[src/rtl/exec_defs_pkg.sv]
// Shared definitions for the execute stage: data width, opcode map and
// the multiplier FSM state encoding.
package exec_defs_pkg;

  localparam int XLEN = 32;

  localparam logic [6:0] OP_ADD = 7'h00;
  localparam logic [6:0] OP_SUB = 7'h01;
  localparam logic [6:0] OP_AND = 7'h02;
  localparam logic [6:0] OP_OR  = 7'h03;
  localparam logic [6:0] OP_MUL = 7'h04;
  localparam logic [6:0] OP_LDB = 7'h10;
  localparam logic [6:0] OP_LDW = 7'h11;
  localparam logic [6:0] OP_STB = 7'h12;
  localparam logic [6:0] OP_STW = 7'h13;
  localparam logic [6:0] OP_BEQ = 7'h30;
  localparam logic [6:0] OP_JMP = 7'h31;

  typedef enum logic [1:0] {
    MUL_IDLE = 2'd0,
    MUL_BUSY = 2'd1,
    MUL_DONE = 2'd2
  } mul_state_t;

endpackage

[src/rtl/mul_iterative.sv]
// Iterative shift-and-add multiplier retiring MUL_STEP_BITS multiplier bits
// per cycle. Operands are latched on start, so upstream forwarding may change
// freely while busy. Optional macro MUL_EARLY_TERM_EN finishes as soon as the
// remaining multiplier bits are all zero.
module mul_iterative
  import exec_defs_pkg::*;
#(
  parameter int MUL_STEP_BITS = 1
) (
  input  logic        clock,
  input  logic        reset,
  input  logic        start,
  input  logic [31:0] op_a,
  input  logic [31:0] op_b,
  output logic        idle,
  output logic        busy,
  output logic        done,
  output logic [31:0] product
);

  localparam int N     = XLEN / MUL_STEP_BITS;
  localparam int CNT_W = (N > 1) ? $clog2(N) : 1;

  mul_state_t         state, state_next;
  logic [CNT_W-1:0]   count;
  logic [31:0]        acc;
  logic [31:0]        mcand;
  logic [31:0]        mplier;
  logic [31:0]        mplier_shifted;

  // Sum of the multiplicand shifted by each set bit of the current digit.
  function automatic logic [31:0] partial(input logic [31:0] m,
                                          input logic [MUL_STEP_BITS-1:0] d);
    logic [31:0] p;
    p = '0;
    for (int i = 0; i < MUL_STEP_BITS; i++) begin
      if (d[i]) p = p + (m << i);
    end
    return p;
  endfunction

  assign mplier_shifted = mplier >> MUL_STEP_BITS;

  // Next-state logic: start from IDLE, iterate in BUSY, present result in DONE.
  always_comb begin
    state_next = state;
    case (state)
      MUL_IDLE: begin
        if (start) begin
`ifdef MUL_EARLY_TERM_EN
          state_next = (op_b == '0) ? MUL_DONE : MUL_BUSY;
`else
          state_next = MUL_BUSY;
`endif
        end
      end
      MUL_BUSY: begin
        if (count == '0) state_next = MUL_DONE;
`ifdef MUL_EARLY_TERM_EN
        if (mplier_shifted == '0) state_next = MUL_DONE;
`endif
      end
      MUL_DONE: state_next = MUL_IDLE;
      default:  state_next = MUL_IDLE;
    endcase
  end

  // State, counter and accumulator; reset abandons any product in flight.
  always_ff @(posedge clock) begin
    if (!reset) begin
      state <= MUL_IDLE;
      count <= '0;
      acc   <= '0;
    end else begin
      state <= state_next;
      case (state)
        MUL_IDLE: begin
          if (start) begin
            mcand  <= op_a;
            mplier <= op_b;
            acc    <= '0;
            count  <= CNT_W'(N - 1);
          end
        end
        MUL_BUSY: begin
          acc    <= acc + partial(mcand, mplier[MUL_STEP_BITS-1:0]);
          mcand  <= mcand << MUL_STEP_BITS;
          mplier <= mplier_shifted;
          if (count != '0) count <= count - 1'b1;
        end
        default: ;
      endcase
    end
  end

  assign idle    = (state == MUL_IDLE);
  assign busy    = (state == MUL_BUSY);
  assign done    = (state == MUL_DONE);
  assign product = acc;

endmodule

[src/rtl/execute_stage.sv]
// Execute stage: operand forwarding from M and W, ALU and address
// generation, branch/jump resolution, and an iterative multiplier that holds
// the pipeline through x_stall. Optional macro MUL_EARLY_TERM_EN enables
// early termination inside the multiplier.
module execute_stage
  import exec_defs_pkg::*;
#(
  parameter int MUL_STEP_BITS = 1
) (
  input  logic        clock,
  input  logic        reset,
  input  logic [31:0] x_pc,
  input  logic [6:0]  x_opcode,
  input  logic [4:0]  x_src_reg_1,
  input  logic [4:0]  x_src_reg_2,
  input  logic [31:0] x_read_data_1,
  input  logic [31:0] x_read_data_2,
  input  logic [31:0] x_mem_offset,
  input  logic [31:0] x_brn_offset,
  input  logic [19:0] x_jmp_offset,
  input  logic        x_alu_imm_src,
  input  logic        m_reg_write,
  input  logic [4:0]  m_dst_reg,
  input  logic [31:0] m_alu_result,
  input  logic        w_reg_write,
  input  logic [4:0]  w_dst_reg,
  input  logic [31:0] w_write_data,
  output logic [31:0] x_alu_result,
  output logic [31:0] x_store_data,
  output logic        x_branch_taken,
  output logic [31:0] x_branch_target,
  output logic        x_stall
);

  logic [31:0] op_a;
  logic [31:0] fwd_b;
  logic [31:0] op_b;
  logic [31:0] alu_result;
  logic        branch_taken;
  logic [31:0] branch_target;
  logic        mul_start;
  logic        mul_idle;
  logic        mul_busy;
  logic        mul_done;
  logic [31:0] mul_product;

  // M has priority over W; register 0 always reads the register file value.
  function automatic logic [31:0] forward(input logic [4:0]  src,
                                          input logic [31:0] rf,
                                          input logic        m_we,
                                          input logic [4:0]  m_dst,
                                          input logic [31:0] m_val,
                                          input logic        w_we,
                                          input logic [4:0]  w_dst,
                                          input logic [31:0] w_val);
    if (m_we && (m_dst == src) && (src != '0)) return m_val;
    if (w_we && (w_dst == src) && (src != '0)) return w_val;
    return rf;
  endfunction

  assign op_a  = forward(x_src_reg_1, x_read_data_1, m_reg_write, m_dst_reg,
                         m_alu_result, w_reg_write, w_dst_reg, w_write_data);
  assign fwd_b = forward(x_src_reg_2, x_read_data_2, m_reg_write, m_dst_reg,
                         m_alu_result, w_reg_write, w_dst_reg, w_write_data);
  assign op_b  = x_alu_imm_src ? x_mem_offset : fwd_b;

  assign mul_start = (x_opcode == OP_MUL);

  mul_iterative #(
    .MUL_STEP_BITS (MUL_STEP_BITS)
  ) u_mul (
    .clock   (clock),
    .reset   (reset),
    .start   (mul_start),
    .op_a    (op_a),
    .op_b    (op_b),
    .idle    (mul_idle),
    .busy    (mul_busy),
    .done    (mul_done),
    .product (mul_product)
  );

  // Single-cycle result, branch decision and redirect target per opcode.
  always_comb begin
    alu_result    = '0;
    branch_taken  = 1'b0;
    branch_target = '0;
    case (x_opcode)
      OP_ADD: alu_result = op_a + op_b;
      OP_SUB: alu_result = op_a - op_b;
      OP_AND: alu_result = op_a & op_b;
      OP_OR:  alu_result = op_a | op_b;
      OP_MUL: alu_result = mul_done ? mul_product : '0;
      OP_LDB, OP_LDW, OP_STB, OP_STW: alu_result = op_a + op_b;
      OP_BEQ: begin
        branch_taken  = (op_a == fwd_b);
        branch_target = x_pc + x_brn_offset;
      end
      OP_JMP: begin
        branch_taken  = 1'b1;
        branch_target = x_pc + {{12{x_jmp_offset[19]}}, x_jmp_offset};
      end
      default: ;
    endcase
  end

  assign x_alu_result    = reset ? alu_result : '0;
  assign x_branch_taken  = reset & branch_taken;
  assign x_branch_target = reset ? branch_target : '0;
  assign x_store_data    = fwd_b;
  assign x_stall         = reset & ((mul_idle & mul_start) | mul_busy);

endmodule

[config.mk]
export PLATFORM = sky130hd
export DESIGN_NAME = execute_stage
export DESIGN_NICKNAME = d
export VERILOG_FILES = /design/src/rtl/exec_defs_pkg.sv /design/src/rtl/mul_iterative.sv /design/src/rtl/execute_stage.sv
export SDC_FILE = /design/constraint.sdc
export NUM_CORES = 1
export LEC_CHECK = 0
export BUFFER_PORTS_ARGS = -buffer_cell sky130_fd_sc_hd__buf_2
export CAP_MARGIN = 10
export CORE_UTILIZATION = 29
export CTS_CLUSTER_DIAMETER = 150
export DETAILED_ROUTE_END_ITERATION = 8
export PLACE_DENSITY = 0.57
export SLEW_MARGIN = 15
export SYNTH_ARGS = -nofsm -noshare
export SYNTH_HDL_FRONTEND = slang
export SYNTH_SLANG_ARGS = --single-unit
[constraint.sdc]
create_clock -name clock -period 6.9 [get_ports clock]
set_input_delay 0.345 -clock clock [delete_from_list [all_inputs] [get_ports clock]]
set_output_delay 0.345 -clock clock [all_outputs]
set_load 0.02 [all_outputs]
==> impl_metrics.tcl <==
set metrics [dict create \
    finalSetupViolCount 0 \
    placed_area_um2 16000 \
    synth_area_um2 13400 \
    syn-num-nets 2163 \
    worstSkewPairLatency_ns 0.37 \
    cts_tree "built" \
    grt-ovfl-total 0 \
    drv_slew 0 \
    numPortBuffers 373 \
    syn_inst 1781 \
    synth_commonest_cells "248 x nand2_1, 199 x nor2_1, 142 x a21oi_1" \
    synth-compound-area-share_pct 23.5 \
    synth_most_common_cell "nand2_1" \
    r2r_end "u_mul.product[30]" \
    synthFlopType "edfxtp_1" \
    rsz0062_at_grt "no" \
    max_freq_ghz 0.156 \
    grt_pass1_wl_um 80200 \
    vias 14400 \
    grt_usage_pct 21.8 \
    critPathSlowestCell "or4_1" \
    outcome "completed" \
    postRouteAntennaNets 0 \
    die_area_um2 47100 \
    core_um2 45500 \
    finalWorstSetupSlack_ns 0.491 \
    synth.largest_area_cell "edfxtp_1" \
    cap_viol_max_count 0 \
    r2r_setup_slack_ns 2.52 \
    path_max_fanout 14 \
    pre_cts_ws_ns 0.516 \
    end_kind "output port" \
    post_cts.repair.setup_buffers 0 \
    switching_share_pct 37.8 \
    fin_area_um2 16300 \
    grt_max_degree 90 \
    gp_congestion 0.932 \
    synthSimpleGateAreaFrac_pct 23.2 \
    drtPass1Iterations 6 \
    worstSetupStartpointType "primary input" \
    fin_hold_ws_ns 0.429 \
    power_frac_seq_pct 31.5 \
    finalCritPeriodShare_pct 92.9 \
    synth_top_family_by_area "compound AO/OA/AOI/OAI gates" \
    powerDensity_nw_per_um2 128 \
    arrival_ns 6.06 \
    ys_ff_latch 103 \
    cts_htree_levels 3 \
    p_sw_mw 0.791 \
    num_rows 78 \
    slew_headroom_pct 27.3 \
    synth.top_cell.area_share_pct 14.3 \
    fin_nets 2500 \
    cts_resized 0 \
    ioPinCount 374 \
    placed_cells 2707 \
    layout_min_cycle_time_ns 6.41 \
    area_growth_pct 21.7 \
    cts_buffers 9 \
    tns_ns 0 \
    clockRootBuffer "clkbuf_16" \
    hold_viol 0 \
    yosys-top-cells-area "edfxtp_1 14%, ha_1 9.6%, xnor2_1 7.8%" \
    internal_power_mw 1.30 \
    hold_buffers 0 \
    pwr-share-comb_pct 43.3 \
    grt_pass1_vias 14100 \
    synth_xor_area_share_pct 10.6 \
    drtIter0Drc 1096 \
    power.share.clock_pct 25.3 \
    layout-drive-gt1-share_pct 23.3 \
    worstMarginPinSlew_ns 1.09 \
    fin_cells 2727 \
    path_clk_slew_ns 0.07 \
    reg2reg_from "u_mul.mplier[0]" \
    place_hpwl_um 44300 \
    vias_per_cell 5.28 \
    crit_end "x_alu_result[28]" \
    postSynthAreaPerCell_um2 7.54 \
    critPathRequiredTime_ns 6.55 \
    hold_path.class "primary input to flop" \
    start_util_pct 29.5 \
    critPathLaunch "x_src_reg_2[1]" \
    synthAdderAreaFrac_pct 12.3 \
    synth_edf_count 64 \
    drc 0 \
    clock_path_buffers 2 \
    path_class "primary input to output port" \
    yosys_warnings 0 \
    die_h_um 217 \
    cp_slowest_stage_delay_ns 0.56 \
    synth.distinct_cells 76 \
    clock_skew_ns 0.0102 \
    yosysSeqAreaShare_pct 20.1 \
    ff2ff_path_depth 14 \
    drt_wl_total_um 52700 \
    die-width_um 217 \
    routedWlPerCell_um 19.3 \
    async_flop_share_pct 0 \
    clkSinkCount 103 \
    antenna_found_initial 5 \
    p_leak_nw 7.19 \
    vdd_drop_max_mv 0.0929 \
    muxShareOfSynthArea_pct 6.21 \
]
[metal layers]
layer	vias up	part of all wire (%)	track usage, %
li1	7115	-	-
met1	6664	44	27.8
met2	551	47	37.4
met3	75	5.8	2.57
met4	4	3.6	8.00
met5	-	0.042	0
[worst min-delay path by stage]
stage | from | end | slack [ns] | cells past startpoint
floorplan | u_mul.count[0] | u_mul.count[0] | 0.46 | 1
global placement | u_mul.count[0] | u_mul.count[0] | 0.49 | 1
detailed placement | u_mul.count[0] | u_mul.count[0] | 0.49 | 1
CTS | x_mem_offset[9] | u_mul.mplier[9] | 0.42 | 3
global route | x_mem_offset[9] | u_mul.mplier[9] | 0.44 | 3
finish | x_mem_offset[9] | u_mul.mplier[9] | 0.43 | 3
[flip-flops by register name, summed over array words and instances, names as in the netlist]
register,count
u_mul.mplier,32
u_mul.state,2
u_mul.product,32
u_mul.mcand,32
u_mul.count,5
[power by group through the flow]
stage          sequential, mW  clock, mW  combinational, mW
6_report                0.659      0.530              0.906
2_1_floorplan           0.673          0              0.596
3_3_place_gp            0.673          0              0.892
3_5_place_dp            0.673          0              0.894
5_1_grt                 0.659      0.560              0.988
4_1_cts                 0.659      0.541              0.898
[worst max-delay path, delay by kind of cell]
family                   cells  cell delay, ns
AO/OA/AOI/OAI               10            1.96
XOR/XNOR                     2            0.29
AND/OR/NAND/NOR              9            2.59
buffers and inverters        3            0.53
adder cells (fa/ha/maj)      1            0.32
[logic make-up (layout without fill, tap and decap cells)]
kind of cell | after synthesis | count (layout)
compound gates | 488 | 488
flops | 103 | 103
xor+xnor | 163 | 163
buf+inv | 134 | 476
simple gates | 677 | 677
other cells | 0 | 4
fa+ha+maj | 136 | 136
mux | 80 | 80
[per-stage QoR]
step	total power, mW	utilization, %
floorplan	1.27	-
global placement	1.56	35.2
detailed placement	1.57	35.2
CTS	2.10	35.9
global route	2.21	35.9
finish	2.09	35.9
[cell usage in the layout, fill, tap and decap left out, drive strengths merged, types with 26 or more instances in the layout]
cell,Yosys,routed
ha,103,103
xnor2,119,119
dfxtp,39,39
a21o,62,62
mux2i,54,54
o31ai,26,26
o21ai,86,86
a31oi,37,37
nor2,199,199
mux2,26,26
edfxtp,64,64
xor2,44,44
nand2,248,248
nand3,34,34
nand4,30,30
buf,19,412
a22oi,48,48
and2,37,37
inv,48,50
nor3,33,33
maj3,30,30
a21oi,143,143
[layout make-up]
cell class / count / area (µm²)
multi-input combinational: 1544 / 10200
fill: 4938 / 29100
tap: 600 / 751
antenna: 4 / 10.0
clock inverter: 5 / 40.0
inverter: 48 / 180
clock buffer: 11 / 254
sequential: 103 / 2700
timing repair buffer: 412 / 2170
Power figures use the tool's default switching activity.
